===== src/rtl/lane_arb_pkg.sv =====
// lane_arb_pkg: shared FSM state encoding and default sizes for the 2:1 lane arbiter
// IDLE/GNT0/GNT1 encodings double as the one-hot grant vector and are reused by bench monitors.
package lane_arb_pkg;
  typedef enum logic [1:0] {IDLE = 2'b00, GNT0 = 2'b01, GNT1 = 2'b10} state_t;
  localparam int DATA_W_DEF = 8;
  localparam int BURST_MAX_DEF = 4;
endpackage


===== src/rtl/arb_burst_counter.sv =====
// arb_burst_counter: clearable burst counter flagging the final pop of a burst
// ports: clk, rst (async, active-high), clr, en in; last out (count == BURST_MAX-1)
module arb_burst_counter import lane_arb_pkg::*; #(
  parameter int BURST_MAX = BURST_MAX_DEF
) (
  input  logic clk,
  input  logic rst,
  input  logic clr,
  input  logic en,
  output logic last
);
  localparam int CW = BURST_MAX > 1 ? $clog2(BURST_MAX) : 1;
  logic [CW-1:0] cnt;
  assign last = cnt == CW'(BURST_MAX - 1);
  // wraps on its own so an unlimited burst never runs past the last code
  always_ff @(posedge clk or posedge rst)
    if (rst) cnt <= '0;
    else if (clr || (en && last)) cnt <= '0;
    else if (en) cnt <= cnt + CW'(1);
endmodule


===== src/rtl/lane_arbiter_2x1.sv =====
// lane_arbiter_2x1: round-robin 2:1 lane scheduler with burst limit and downstream back-pressure
// ports: clk_4f, reset (async, active-high); fifo_empty_0/1, fifo_data_0/1, down_almost_full in;
//        pop_0/1 out (combinational); data_out, valid_out (registered); grant (one-hot owner), idle
// LANE_ARB_STRICT_PRIO_EN: lane 0 wins every pick and is never burst-limited
module lane_arbiter_2x1 import lane_arb_pkg::*; #(
  parameter int DATA_W = DATA_W_DEF,
  parameter int BURST_MAX = BURST_MAX_DEF
) (
  input  logic              clk_4f,
  input  logic              reset,
  input  logic              fifo_empty_0,
  input  logic              fifo_empty_1,
  input  logic [DATA_W-1:0] fifo_data_0,
  input  logic [DATA_W-1:0] fifo_data_1,
  output logic              pop_0,
  output logic              pop_1,
  input  logic              down_almost_full,
  output logic [DATA_W-1:0] data_out,
  output logic              valid_out,
  output logic [1:0]        grant,
  output logic              idle
);
  state_t state, nxt, pick, other;
  logic last, cnt_last, cnt_clr, cnt_en, other_ne, no_limit;
  assign pop_0 = state == GNT0 && !fifo_empty_0 && !down_almost_full;
  assign pop_1 = state == GNT1 && !fifo_empty_1 && !down_almost_full;
  assign grant = state;
  assign idle = state == IDLE;
`ifdef LANE_ARB_STRICT_PRIO_EN
  assign pick = !fifo_empty_0 ? GNT0 : !fifo_empty_1 ? GNT1 : IDLE;
  assign no_limit = state == GNT0;
`else
  // both busy: the lane other than last; otherwise whichever has data
  assign pick = !fifo_empty_0 && (fifo_empty_1 || last) ? GNT0 : !fifo_empty_1 ? GNT1 : IDLE;
  assign no_limit = 1'b0;
`endif
  assign other = state == GNT0 ? GNT1 : GNT0;
  assign other_ne = state == GNT0 ? !fifo_empty_1 : !fifo_empty_0;
  // in a grant state with no back-pressure, no pop means the owner ran dry
  always_comb begin
    nxt = state;
    cnt_clr = 1'b0;
    cnt_en = 1'b0;
    if (state == IDLE || (!down_almost_full && !pop_0 && !pop_1)) begin
      nxt = pick;
      cnt_clr = 1'b1;
    end else if (!down_almost_full && cnt_last && !no_limit) begin
      nxt = other_ne ? other : state;
      cnt_clr = 1'b1;
    end else if (!down_almost_full) cnt_en = 1'b1;
  end
  always_ff @(posedge clk_4f or posedge reset)
    if (reset) begin
      state <= IDLE;
      last <= 1'b1;
      data_out <= '0;
      valid_out <= 1'b0;
    end else begin
      state <= nxt;
      last <= nxt == GNT0 ? 1'b0 : nxt == GNT1 ? 1'b1 : last;
      valid_out <= pop_0 || pop_1;
      if (pop_0 || pop_1) data_out <= pop_0 ? fifo_data_0 : fifo_data_1;
    end
  arb_burst_counter #(.BURST_MAX(BURST_MAX)) u_cnt (
    .clk (clk_4f),
    .rst (reset),
    .clr (cnt_clr),
    .en  (cnt_en),
    .last(cnt_last)
  );
endmodule


===== config.mk =====
export PLATFORM = sky130hd
export DESIGN_NAME = lane_arbiter_2x1
export DESIGN_NICKNAME = d
export VERILOG_FILES = /design/src/rtl/lane_arb_pkg.sv /design/src/rtl/arb_burst_counter.sv /design/src/rtl/lane_arbiter_2x1.sv
export SDC_FILE = /design/constraint.sdc
export NUM_CORES = 1
export LEC_CHECK = 0
export CAP_MARGIN = 10
export CORE_MARGIN = 2
export CORE_UTILIZATION = 35
export DETAILED_ROUTE_END_ITERATION = 10
export GPL_TIMING_DRIVEN = 1
export HOLD_SLACK_MARGIN = 0.05
export PLACE_DENSITY = 0.75
export SYNTH_ARGS = -nofsm -noshare
export SYNTH_HDL_FRONTEND = slang
export SYNTH_SLANG_ARGS = --single-unit

===== constraint.sdc =====
create_clock -name clk_4f -period 2.6 [get_ports clk_4f]
set_clock_uncertainty 0.05 [all_clocks]
set_input_delay 0.65 -clock clk_4f [delete_from_list [all_inputs] [get_ports clk_4f]]
set_output_delay 0.65 -clock clk_4f [all_outputs]
set_load 0.03 [all_outputs]

==> metrics, run 1 <==
Starting Density=38.1%; vias in the first global route=698; DR vias/cell=4.93; share of layout cells above drive strength 1=16.7%; HP Class=register to register; clk_lat worst skew=0.27 ns; die area=2590 µm²; Critical Path AT=1.83 ns; Clock Power Share=10.2%; crit path max fanout=5; die height=50.9 µm; CP Launch Type=primary input; port bufs=34; ys flop type=dfrtp_1; Syn Area/Cell=10.4 µm²; max-cap violation count=0; Tmin final=2.53 ns; Rows=16; TNS Setup=0 ns; power share of the sequential group=31.1%; mapped cell area=769 µm²; Distinct cells, synth=28; CP endpoint kind=output port; FF+latch count, synth=14; Crit Path Class=primary input to output port; Post-synth ARST share=100%; Layout area overhead=51.7%; nets=138; Gate power share=58.7%; Final Max Tran Viols=0; Placer Congestion=0.846; CTS Buffer Depth=2; hpwl dp=1360 µm; Synth top cells by count=17 x nand2_1, 13 x dfrtp_1, 8 x a22oi_1; global route overflow=0; wire per inst=11.9 µm; maximum clock rate=0.395 GHz; Synth area leader=dfrtp_1; unrepaired setup endpoints after global routing=false; # DRC=0; switching power=0.504 mW; die width=50.9 µm; syn nets=97; total track usage=14.9%; PostCTS Resize Cnt=0; root buffer cell=clkbuf_4; Ant. Diodes=0; slew of the pin with the lowest slew margin=0.506 ns; P_int=0.687 mW; CTS H-tree depth=1; global-route wire length before repair=2890 µm; Synth area leaders=dfrtp_1 42%, nand2_1 8.3%, a22oi_1 7.8%; count leader, synth=nand2_1; Clock Sinks=14; register area share after synthesis=45.7%; Hold Fails Final Rpt=0; clock-pin slew on the worst setup and hold paths=0.07 ns; sw frac=42.3%; CTS tree=done; Post-CTS Repair Setup Buffers=0; WL final=1670 µm; final cell count without fillers=141; fin crit share=97.3%; # placed instances=137; share of the synthesized area in the top cell type=42.3%; CTS Buf Count=3; Relative slew margins=66.3%; number of flops mapped to enable cells by yosys=0; Vias=695; status=complete, no violations; peak supply drop=0.576 mV; Initial DRC Count=9; yosys warns=0; hold buffers post-CTS=0; I/O pins=35; Req. time, crit path=1.90 ns; largest net degree at the start of global routing=15; PD cells=1020 nW/µm²; CORE AREA=2020 µm²; Setup violations, final=0; TritonRoute pass-1 iters=4; antenna-violating nets left=0; initial antenna violation count=0; Mapped Cells=74; P_leak=0.536 nW
routing by layer:
metal	GRT usage, %	part of all wire (%)	vias up
met3	3.51	8.8	2
met4	8.11	1.1	0
met2	23.9	44	31
met1	18.5	46	317
li1	-	-	345
met5	0	0	-
stage by stage:
stage / setup WS (ns) / total power, mW / hold WS, ns / util [%] / cell area (µm²)
final: 0.0704 / 1.19 / 0.431 / 57.7 / 1170
after global routing: 0.0105 / 1.28 / 0.473 / 57.7 / 1170
after CTS: 0.0549 / 1.20 / 0.436 / 57.7 / 1170
after detailed placement: 0.0443 / 1.08 / 0.420 / 56.4 / 1140
after global placement: 0.0969 / 1.06 / 0.407 / 56.4 / 1140
after floorplan: 0.381 / 0.805 / 0.398 / - / 769
final cells by class:
class | count | area (µm²)
Sequential cell | 14 | 352
Inverter | 5 | 18.8
Clock buffer | 4 | 26.3
Timing Repair Buffer | 40 | 380
Multi-Input combinational cell | 51 | 357
Fill cell | 186 | 855
Tap cell | 27 | 33.8
worst max-delay path, stage by stage:
cell and delay, ns:
clkdlybuf4s50_1 0.55, nor4b_4 0.39, buf_4 0.23
cells in the final DEF, fill, tap and decap left out, drive strengths merged, types with 3 or more instances in the layout:
master	count
clkdlybuf4s50	32
nand2	17
dfrtp	13
a22oi	8
buf	8
inv	5
clkbuf	4
nor2	3
cell families (layout without fill, tap and decap cells):
| family | count (synthesis) | count (layout) | synth area share [%] |
|---|---|---|---|
| simple gates | 28 | 28 | 21.5 |
| fa+ha+maj | 2 | 2 | 3.25 |
| flops | 14 | 14 | 45.7 |
| compound gates | 20 | 20 | 20.3 |
| mux | 1 | 1 | 1.30 |
| buf+inv | 9 | 49 | 7.97 |
sequential cells by signal, indices dropped and copies added (netlist names):
signal / flops
grant: 2
last: 1
valid_out: 1
u_cnt.cnt: 2
data_out: 8
path summary, 6_finish.rpt:
kind | start | to | slack (ns) | depth (start not counted)
worst max-delay path | down_almost_full | pop_0 | 0.07 | 3
worst min-delay path | last$_DFFE_PP1P_ | last$_DFFE_PP1P_ | 0.43 | 2
min in group asynchronous | reset | grant[0]$_DFF_PP0_ | 0.65 | 2
worst max register to register | u_cnt.cnt[0]$_DFFE_PP0P_ | last$_DFFE_PP1P_ | 0.73 | 6
worst min register to register | last$_DFFE_PP1P_ | last$_DFFE_PP1P_ | 0.43 | 2
max in group asynchronous | reset | last$_DFFE_PP1P_ | 1.49 | 2
power groups by stage:
stage          clock network [mW]  registers [mW]  logic (mW)
6_report                    0.121           0.371       0.699
5_1_grt                     0.135           0.383       0.759
4_1_cts                     0.127           0.370       0.708
3_5_place_dp                    0           0.374       0.705
3_3_place_gp                    0           0.368       0.694
2_1_floorplan                   0           0.531       0.274
Power figures use the tool's default switching activity.
==> inputs of run 2 (changes only) <==
--- a/config.mk
+++ b/config.mk
@@ -12,6 +12,7 @@
 export GPL_TIMING_DRIVEN = 1
 export HOLD_SLACK_MARGIN = 0.05
 export PLACE_DENSITY = 0.75
+export RECOVER_POWER = 100
 export SYNTH_ARGS = -nofsm -noshare
 export SYNTH_HDL_FRONTEND = slang
 export SYNTH_SLANG_ARGS = --single-unit
==> run 2 against run 1 <==
Net effect:
- critical path depth is the same
- sequential share of layout area grew 0.69 points
- total power shrank 4.3%
- first-iteration DRC count grew 11%
- global-route usage is the same
- largest cell class unchanged
- highest routed layer unchanged
==> metrics, run 2 (synthesis gave the netlist of run 1 again) <==
CP Launch Type=primary input; # DRC=0; total track usage=14.9%; final core utilization=56.4%; Ant. Diodes=0; Hold Fails Final Rpt=0; Vias=697; die height=50.9 µm; clk_lat worst skew=0.27 ns; most common cell after layout, fill and taps aside=clkdlybuf4s50_1; share of layout cells above drive strength 1=14.0%; maximum clock rate=0.397 GHz; TritonRoute pass-1 iters=4; hpwl dp=1360 µm; Clock Sinks=14; commonest non-fill, non-tap cells in the layout=19 x clkdlybuf4s50_1, 17 x nand2_1, 13 x dfrtp_1, 13 x dlygate4sd3_1, 8 x a22oi_1; antenna-violating nets left=0; Initial DRC Count=10; die width=50.9 µm; CTS tree=done; root buffer cell=clkbuf_4; peak supply drop=0.556 mV; HP Class=register to register; CTS H-tree depth=1; Layout area overhead=48.3%; Crit Path Class=primary input to output port; CP endpoint kind=output port; initial antenna violation count=0; PD cells=999 nW/µm²; PostCTS Resize Cnt=0; Req. time, crit path=1.90 ns; Placer Congestion=0.846; slew of the pin with the lowest slew margin=0.564 ns; clock-pin slew on the worst setup and hold paths=0.07 ns; Post-CTS Repair Setup Buffers=0; P_leak=0.537 nW; Setup violations, final=0; Relative slew margins=62.2%; fin crit share=96.9%; global-route wire length before repair=2890 µm; Starting Density=38.1%; wire per inst=11.7 µm; CTS Buf Count=3; # fillers=194; I/O pins=35; global route overflow=0; register area=352 µm²; Critical Path AT=1.82 ns; port bufs=34; multi-input logic area=340 µm²; DR vias/cell=4.94; hold buffers post-CTS=0; Rows=16; Largest register FFs=8; nets=138; max-cap violation count=0; vias in the first global route=698; Final Max Tran Viols=0; die area=2590 µm²; Finished Cell Area=1140 µm²; status=complete, no violations; CORE AREA=2020 µm²; unrepaired setup endpoints after global routing=false; crit path max fanout=5; largest net degree at the start of global routing=15; largest register by flop count=data_out; WL final=1660 µm; Tmin final=2.52 ns; CTS Buffer Depth=2; TNS Setup=0 ns; Area after DPL=1140 µm²
-- run 2: changes by cell type in the layout (fill, tap and decap cells not counted), sizes merged --
cell           before  now
clkdlybuf4s50      32   19
dlygate4sd3         0   13
buf                 8    6
clkbuf              4    6
-- run 2: worst paths after layout --
check | from | end | slack [ns] | cells after the start
worst min-delay path | data_out[2]$_DFFE_PP0P_ | data_out[2]$_DFFE_PP0P_ | 0.42 | 2
min in group asynchronous | reset | grant[0]$_DFF_PP0_ | 0.79 | 2
worst max register to register | u_cnt.cnt[0]$_DFFE_PP0P_ | last$_DFFE_PP1P_ | 0.73 | 6
worst min register to register | data_out[2]$_DFFE_PP0P_ | data_out[2]$_DFFE_PP0P_ | 0.42 | 2
worst max-delay path | down_almost_full | pop_0 | 0.08 | 3
max in group asynchronous | reset | last$_DFFE_PP1P_ | 1.35 | 2
-- run 2: routing by layer --
metal / GRT usage [%] / wire, µm / up-vias
met5: 0 / 0 / -
met4: 8.11 / 19 / 0
met3: 3.51 / 148 / 2
met2: 23.9 / 743 / 31
met1: 18.5 / 746 / 320
li1: - / - / 344
-- run 2: worst max-delay path, cell delays in order --
cell and delay [ns]:
clkdlybuf4s50_1 0.52, nor4b_4 0.37, buf_2 0.27
-- run 2: final cells by class --
cell class	count	area share [%]
Timing Repair Buffer	40	32.5
Sequential cell	14	30.8
Inverter	5	1.64
Tap cell	27	2.96
Multi-Input combinational cell	51	29.8
Clock buffer	4	2.30
-- run 2: report_power, final --
group | internal, mW | switching (mW)
registers | 0.319 | 0.0484
clock network | 0.0593 | 0.0620
logic | 0.268 | 0.383
total | 0.646 | 0.493
-- run 2: stage by stage --
stage          power (mW)  hold WS [ns]  setup slack (ns)  std cells
3_3_place_gp         1.06         0.407            0.0969        137
2_1_floorplan       0.805         0.398             0.381         74
5_1_grt              1.23         0.468            0.0103        141
4_1_cts              1.20         0.436            0.0549        141
3_5_place_dp         1.08         0.420            0.0443        137
6_report             1.14         0.425            0.0797        141
==> inputs of run 3 (changes only) <==
--- a/config.mk
+++ b/config.mk
@@ -10,7 +10,7 @@
 export CORE_UTILIZATION = 35
 export DETAILED_ROUTE_END_ITERATION = 10
 export GPL_TIMING_DRIVEN = 1
-export HOLD_SLACK_MARGIN = 0.05
+export HOLD_SLACK_MARGIN = 0.03
 export PLACE_DENSITY = 0.75
 export RECOVER_POWER = 100
 export SYNTH_ARGS = -nofsm -noshare
==> results of run 3 <==
No change in the layout: final DEF, timing and power equal those of run 2.
